### src/rtl/writeback_arbiter_pkg.sv
// Shared widths and the buffered write-back entry layout for the
// register-file write-back arbiter and its Mem-source FIFO.
package writeback_arbiter_pkg;

    localparam int REG_ADDR_W = 5;
    localparam int DATA_W     = 32;
    localparam int NUM_REGS   = 32;
    localparam int ENTRY_W    = REG_ADDR_W + DATA_W;

    typedef struct packed {
        logic [REG_ADDR_W-1:0] rg;
        logic [DATA_W-1:0]     data;
    } wbEntry_t;

endpackage

### src/rtl/writeback_arbiter_wb_fifo.sv
// In-order Mem-source result buffer: DEPTH entries, wrap-bit pointers,
// asynchronous active-low reset discards all buffered entries.
module wb_fifo
    import writeback_arbiter_pkg::*;
#(
    parameter int DEPTH = 4
) (
    input  logic     Clock,
    input  logic     Reset,
    input  logic     PushEn,
    input  wbEntry_t PushEntry,
    input  logic     PopEn,
    output wbEntry_t HeadEntry,
    output logic     Full,
    output logic     Empty
);

    localparam int AW = $clog2(DEPTH);

    logic [AW:0]   wrPtr;
    logic [AW:0]   rdPtr;
    logic [AW:0]   count;
    wbEntry_t      mem [DEPTH];

    always_ff @(posedge Clock or negedge Reset) begin
        if (!Reset) begin
            wrPtr <= '0;
            rdPtr <= '0;
        end else begin
            if (PushEn) wrPtr <= wrPtr + 1'b1;
            if (PopEn)  rdPtr <= rdPtr + 1'b1;
        end
    end

    // Storage needs no reset: the pointers alone decide what is valid.
    always_ff @(posedge Clock) begin
        if (PushEn) mem[wrPtr[AW-1:0]] <= PushEntry;
    end

    assign count     = wrPtr - rdPtr;
    assign Full      = (count == (AW+1)'(DEPTH));
    assign Empty     = (count == '0);
    assign HeadEntry = mem[rdPtr[AW-1:0]];

endmodule

### src/rtl/writeback_arbiter.sv
// Drives the register-file write port from the ALU (priority) and a buffered
// Mem source, with a starvation guard and a per-register Busy scoreboard.
module writeback_arbiter
    import writeback_arbiter_pkg::*;
#(
    parameter int DEPTH        = 4,
    parameter int STARVE_LIMIT = 3
) (
    input  logic                  Clock,
    input  logic                  Reset,
    input  logic                  AluValid,
    output logic                  AluReady,
    input  logic [REG_ADDR_W-1:0] AluRg,
    input  logic [DATA_W-1:0]     AluData,
    input  logic                  MemValid,
    output logic                  MemReady,
    input  logic [REG_ADDR_W-1:0] MemRg,
    input  logic [DATA_W-1:0]     MemData,
    input  logic                  IssueValid,
    input  logic [REG_ADDR_W-1:0] IssueRg,
    output logic [NUM_REGS-1:0]   Busy,
    output logic                  RegWrite,
    output logic [REG_ADDR_W-1:0] WriteRg,
    output logic [DATA_W-1:0]     WriteData
);

    localparam int SW = $clog2(STARVE_LIMIT + 1);

    logic                  fifoFull;
    logic                  fifoEmpty;
    logic                  memPush;
    logic                  memPop;
    logic                  aluWin;
    logic                  starved;
    wbEntry_t              pushEntry;
    wbEntry_t              headEntry;
    logic [SW-1:0]         starveCnt;
    logic [SW-1:0]         starveCntNext;
    logic [NUM_REGS-1:0]   busyReg;
    logic [NUM_REGS-1:0]   busyNext;
    logic                  regWriteNext;
    logic [REG_ADDR_W-1:0] writeRgNext;
    logic [DATA_W-1:0]     writeDataNext;

    // Handshake: a transfer happens on the rising edge of any cycle in which
    // Valid and Ready are both high; Ready depends only on internal state, never
    // on the same-cycle Valid, and a producer holds its payload until accepted.
    assign starved  = (starveCnt == SW'(STARVE_LIMIT)) && !fifoEmpty;
    assign AluReady = !starved;
    assign MemReady = !fifoFull;
    assign aluWin   = AluValid && AluReady;
    assign memPush  = MemValid && MemReady;
    assign memPop   = !aluWin && !fifoEmpty;

    assign pushEntry.rg   = MemRg;
    assign pushEntry.data = MemData;

    wb_fifo #(
        .DEPTH(DEPTH)
    ) uFifo (
        .Clock    (Clock),
        .Reset    (Reset),
        .PushEn   (memPush),
        .PushEntry(pushEntry),
        .PopEn    (memPop),
        .HeadEntry(headEntry),
        .Full     (fifoFull),
        .Empty    (fifoEmpty)
    );

    // Counts ALU wins that left a waiting FIFO head behind.
    always_comb begin
        starveCntNext = starveCnt;
        if (fifoEmpty || memPop) begin
            starveCntNext = '0;
        end else if (aluWin) begin
            starveCntNext = starveCnt + 1'b1;
        end
    end

    always_comb begin
        regWriteNext  = 1'b0;
        writeRgNext   = WriteRg;
        writeDataNext = WriteData;
        if (aluWin) begin
            regWriteNext  = (AluRg != '0);
            writeRgNext   = AluRg;
            writeDataNext = AluData;
        end else if (memPop) begin
            regWriteNext  = (headEntry.rg != '0);
            writeRgNext   = headEntry.rg;
            writeDataNext = headEntry.data;
        end
    end

    // A new issue to a register retiring this cycle must stay busy, so set wins.
    always_comb begin
        busyNext = busyReg;
        if (memPop && (headEntry.rg != '0)) busyNext[headEntry.rg] = 1'b0;
        if (IssueValid && (IssueRg != '0))  busyNext[IssueRg]      = 1'b1;
        busyNext[0] = 1'b0;
    end

    always_ff @(posedge Clock or negedge Reset) begin
        if (!Reset) begin
            starveCnt <= '0;
            busyReg   <= '0;
            RegWrite  <= 1'b0;
            WriteRg   <= '0;
            WriteData <= '0;
        end else begin
            starveCnt <= starveCntNext;
            busyReg   <= busyNext;
            RegWrite  <= regWriteNext;
            WriteRg   <= writeRgNext;
            WriteData <= writeDataNext;
        end
    end

    assign Busy = busyReg;

endmodule

### config.mk
export PLATFORM = sky130hd
export DESIGN_NAME = writeback_arbiter
export DESIGN_NICKNAME = d
export VERILOG_FILES = /design/src/rtl/writeback_arbiter_pkg.sv /design/src/rtl/writeback_arbiter_wb_fifo.sv /design/src/rtl/writeback_arbiter.sv
export SDC_FILE = /design/constraint.sdc
export NUM_CORES = 1
export LEC_CHECK = 0
export ABC_AREA = 1
export CAP_MARGIN = 20
export CORE_MARGIN = 3
export CORE_UTILIZATION = 30
export CTS_BUF_LIST = sky130_fd_sc_hd__clkbuf_4 sky130_fd_sc_hd__clkbuf_8
export DETAILED_ROUTE_END_ITERATION = 10
export GPL_ROUTABILITY_DRIVEN = 0
export GPL_TIMING_DRIVEN = 0
export SETUP_SLACK_MARGIN = 0.15
export SLEW_MARGIN = 20
export SYNTH_ARGS = -nofsm -noshare
export SYNTH_HDL_FRONTEND = slang
export SYNTH_HIERARCHICAL = 1
export SYNTH_SLANG_ARGS = --single-unit
### constraint.sdc
create_clock -name Clock -period 7.8 [get_ports Clock]
set_clock_uncertainty 0.1 [all_clocks]
set_input_delay 1.17 -clock Clock [delete_from_list [all_inputs] [get_ports Clock]]
set_output_delay 1.17 -clock Clock [all_outputs]
set_load 0.03 [all_outputs]
# == Yosys cells after proc, flatten, opt, wreduce, memory -nomap -nowiden ==
# Memory sizes are Yosys's and may differ from the RTL's.
# Index checks and enable logic that the tools add are counted.
# Widths: inputs -> output; s select.
# word_totals
reg_bits,77
mem_bits_rw,148
in_bits,84
output_inout_bits,72
wordCells,56
memories,1
# op_classes
add_sub_neg,4
magnitude_cmp,4
eq_ne,2
mux,16
bitwise,3
reduce_logical,19
# memory_table
memory,depth,width,read_ports,rd_clocked_by_memory_dff,write_ports,line,rtl
uFifo.mem,4,37,1,0,1,writeback_arbiter_wb_fifo.sv:23,wbEntry_t mem [DEPTH];
# op_table
cell,count
$mux 32,4
$and 32x32->32,1
$not 32->32,1
$or 32x32->32,1
$reduce_bool 5->1,3
$lt 5x6->1 const B,2
$demux 1 s5,2
$ge 5x1->1 const B,2
$mux 5,2
$logic_and 1x1->1,8
$add 3x1->3 const B,2
$mux 1,6
$logic_not 1->1,4
$mux 2,2
$reduce_bool 2->1,2
$eq 3x3->1 const B,1
$logic_not 3->1,1
$sub 3x3->3,1
$add 2x1->2 const B,1
$eq 2x2->1 const B,1
$logic_or 1x1->1,1

# == Longest topological paths before layout ==
# depth
ltp_word,12
mapped_depth,16

# == Hierarchy ==
# Netlist, hierarchy kept.
# by_module_without_submodules
module,instances,cells_per_inst,area_each_um2
wb_fifo,1,452,6023.3
writeback_arbiter,1,434,3387.0

# == Worst setup path after synthesis ==
# OpenSTA, ideal clock, no wires.
# synth_timing
path_kind,flip-flop to output port
startpoint,register uFifo.rdPtr[1]
endpoint,output port AluReady
arrival_ps,1795
slack_ps,4735
path_stages_with_launch,12
path_cell_list,dfrtp_1 > inv_2 > buf_6 > buf_2 > ha_1 > nand2_1 > nand2_1 > nand2_1 > nand2_1 > nor2_1 > inv_2 > nand2_1
# synth_via
elab_chain_len,5
# synth_lines
element,line,rtl
start: declaration,writeback_arbiter_wb_fifo.sv:21,logic [AW:0] rdPtr;
start signal: assignment,writeback_arbiter_wb_fifo.sv:31,if (PopEn) rdPtr <= rdPtr + 1'b1;
$sub 3x3->3,writeback_arbiter_wb_fifo.sv:40,assign count = wrPtr - rdPtr;
$logic_not 3->1,writeback_arbiter_wb_fifo.sv:42,assign Empty = (count == '0);
named net fifoEmpty,writeback_arbiter.sv:30,logic fifoEmpty;
$logic_not 1->1,writeback_arbiter.sv:48,assign starved = (starveCnt == SW'(STARVE_LIMIT)) && !fifoEmpty;
$logic_and 1x1->1,writeback_arbiter.sv:48,
$logic_not 1->1,writeback_arbiter.sv:49,assign AluReady = !starved;
end: declaration,writeback_arbiter.sv:12,"output logic AluReady,"
# The timed path passes the listed nets, and every way through them passes these cells.

# == Final worst setup path ==
# Same ends and word-level chain as after synthesis.

==> summary.txt <==
Floorplanning
  – IO Pins: 156
  – Die Height: 183.1 um
  – Die X: 183.1 um
  – Core Rows: 64
  – Core ar.: 30750 um2
  – Die Area: 33530 um2
  – Initial Util: 0.3060

Yosys
  – Largest family of logic cells by synthesized area: simple AND/OR/NAND/NOR gates
  – Yosys cell types: 31
  – Area fraction in compound gates after synthesis: 0.06781
  – Syn Std Cell Area: 9410 um2
  – Mapped Nets: 978
  – Avg Inst Size Synth: 10.62 um2
  – XOR/XNOR Fraction of Synth Area: 0.003723
  – Adder-cell share of the synthesized area: 0.01064
  – Sequential area share after synthesis: 0.6770
  – Yosys Warn Count: 6
  – Register bit total from synthesis: 225
  – Simple-gate portion of the synthesized area: 0.1963
  – Mux contribution to synthesized area: 0
  – Post-Synthesis Cells: 886

Global routing
  – First-pass GRT wire length: 38410 um
  – Vias in the first global route: 6951
  – Global-route usage over all layers: 0.1472
  – Largest net degree at the start of global routing: 42
  – Initial antenna violation count: 2
  – Grt total ovfl: 0

Cells and area
  – Multi-input gate area: 2624 um2
  – Fillers: 2987
  – Fin nets: 1179
  – Final core occ: 0.4043
  – Commonest non-fill, non-tap cell in the layout: nand2_1
  – Layout cells sized above 1: 0.1206
  – Layout area overhead: 32.10%
  – Register area: 6371 um2
  – Most frequent cells in the layout: 229 x nand2_1, 153 x clkdlybuf4s50_1, 148 x edfxtp_1, 138 x nor2_1, 77 x dfrtp_1
  – Ant diodes: 0
  – Non-Filler Instances: 1515

Route
  – DR vias: 6971
  – WL per Instance: 16.54 um
  – Iteration count of the initial detailed-routing pass: 5
  – DR vias/cell: 4.601
  – Final ANT Viol Nets: 0
  – Post-detailed-routing wire length: 25050 um
  – Iteration-0 DRC Markers: 494
  – Post-route DRC: 0

Setup path
  – Startpoint type of the worst setup path: flip-flop
  – Reg2reg end: uFifo/mem[3][33]$_DFFE_PP_
  – Crit path to: AluReady
  – R2R cell count: 13
  – Setup slack, reg-to-reg: 4.52 ns
  – WP depth: 12
  – Worst setup path startpoint: uFifo/rdPtr[1]$_DFFE_PN0P_
  – Critical path class: flip-flop to output pin
  – CP Data Required Time: 6.53 ns
  – CP peak stage delay: 0.68 ns
  – Critical path peak fanout: 10
  – RR Startpoint: uFifo/rdPtr[1]$_DFFE_PN0P_
  – Critical path capture point type: output pin
  – Critical path's top delay family: buffers and inverters
  – Worst Path Arrival: 3.23 ns
  – Crit path cell chain: inv_2 -> buf_6 -> buf_2 -> ha_1 -> nand2_1 -> nand2_1 -> nand2_1 -> nand2_1 -> nor2_1 -> inv_2 -> nand2_1 -> clkdlybuf4s50_1
  – Slowest stage cell, crit path: clkdlybuf4s50_1
  – Crit-path most repeated cell: nand2_1
  – Buf/Inv on CP: 5

Clocking
  – Hold_buf cts: 0
  – Clk slew on worst S/H paths: 0.05 ns
  – H-Tree Level Count: 2
  – Post-CTS sizing: 0
  – Root buffer cell: clkbuf_8
  – CTS tree: yes
  – CTS buffer count: 40
  – # Post-CTS Setup Buffers: 0
  – Worst-Skew Late Latency: 0.54 ns
  – Clock sinks: 225
  – CTS Buffer Depth: 3

STA
  – TNS Setup: 0 ns
  – Rel. slew slack: 0.3574
  – Final Setup Violations: 0
  – Slew Viols, Final: 0
  – Final min period: 4.505 ns
  – Max frequency: 0.2220 GHz
  – Least-Margin Pin Slew: 0.9566 ns
  – Tcrit/Tclk final: 0.5775
  – Final Hold Fails: 0
  – RSZ-0062 raised after global routing: false

Run
  – Max cap viols: 0

Placed design
  – Post-detail-place hpwl: 17190 um
  – Port bufs: 154
  – Placed insts: 1441

Hold path
  – Hold/Removal Path Class: flip-flop to flip-flop

Pwr
  – LEAKAGE: 4.888 nW
  – Pwr Total: 5.305 mW
  – VDD IR-drop max: 0.1777 mV
  – P per Cell Area: 426.8 nW/um2

Outcome
  – Status: finished, final reports clean
[cells by family after synthesis]
family | count (synthesis)
AND/OR/NAND/NOR | 451
flip-flops | 225
AO/OA/AOI/OAI | 124
buffers and inverters | 73
adder cells (fa/ha/maj) | 8
XOR/XNOR | 4
other | 1
[cells in the mapped netlist, drive strengths merged]
cell type | instances | area, um2
nand2 | 230 | 865.8
edfxtp | 148 | 4444
nor2 | 139 | 524.3
o21ai | 120 | 600.6
dfrtp | 77 | 1927
nand3 | 65 | 355.3
buf | 34 | 261.5
inv | 30 | 115.1
nor3 | 12 | 65.06
clkbuf | 8 | 33.78
ha | 8 | 100.1
xor2 | 4 | 35.03
a21oi | 3 | 30.03
nand3b | 3 | 22.52
clkinv | 1 | 5.000
conb | 1 | 3.750
nor3b | 1 | 7.510
o211ai | 1 | 7.510
or2 | 1 | 6.260
[flip-flops by register name, indices dropped and copies added (netlist names)]
register	count
Busy	31
WriteRg	5
RegWrite	1
WriteData	32
starveCnt	2
uFifo/rdPtr	3
uFifo/mem	148
uFifo/wrPtr	3
[worst reg2reg max path: cells and delay by family, from the launching register on]
family,cells,cell delay [ns]
compound gates,1,0.21
flops,1,0.42
simple gates,5,0.47
buf+inv,6,1.48
fa+ha+maj,1,0.30
[layer usage]
layer	track usage	routed length [um]	vias up
met1	0.1930	11060	3283
met4	0.03504	412	4
met5	0	23	-
met3	0.03808	1809	41
met2	0.2463	11750	251
li1	-	-	3392
[final cells by class]
cell class,instances,area share
plain buffers,42,0.02375
clock buffers,69,0.06633
repair buffers,159,0.1337
multi-input cells,588,0.2111
flip-flops and latches,225,0.5125
well taps,396,0.03986
clock inverters,5,0.003120
inverters,31,0.009663
[how the worst min path moves through the flow]
stage,start,endpoint,slack (ns),depth (start not counted)
2_1_floorplan,starveCnt[0]$_DFFE_PN0P_,starveCnt[0]$_DFFE_PN0P_,0.31,1
3_3_place_gp,starveCnt[0]$_DFFE_PN0P_,starveCnt[0]$_DFFE_PN0P_,0.33,1
3_5_place_dp,starveCnt[0]$_DFFE_PN0P_,starveCnt[0]$_DFFE_PN0P_,0.34,1
4_1_cts,starveCnt[0]$_DFFE_PN0P_,starveCnt[0]$_DFFE_PN0P_,0.35,1
5_1_grt,starveCnt[0]$_DFFE_PN0P_,starveCnt[0]$_DFFE_PN0P_,0.39,1
6_report,starveCnt[0]$_DFFE_PN0P_,starveCnt[0]$_DFFE_PN0P_,0.35,1
[power breakdown]
| part | switching (mW) | total [mW] | internal [mW] |
|---|---|---|---|
| Clock | 0.470 | 1.13 | 0.665 |
| Sequential | 0.165 | 1.85 | 1.68 |
| Combinational | 1.50 | 2.32 | 0.818 |
[stage by stage]
stage | hold WS (ns) | instance area (um2) | worst slack [ns]
2_1_floorplan | 0.3150 | 9410 | 4.735
3_3_place_gp | 0.3255 | 11450 | 2.286
3_5_place_dp | 0.3389 | 11570 | 3.864
4_1_cts | 0.3465 | 12430 | 3.292
5_1_grt | 0.3902 | 12430 | 3.015
6_report | 0.3461 | 12430 | 3.295
(Power assumes the default switching activity.)
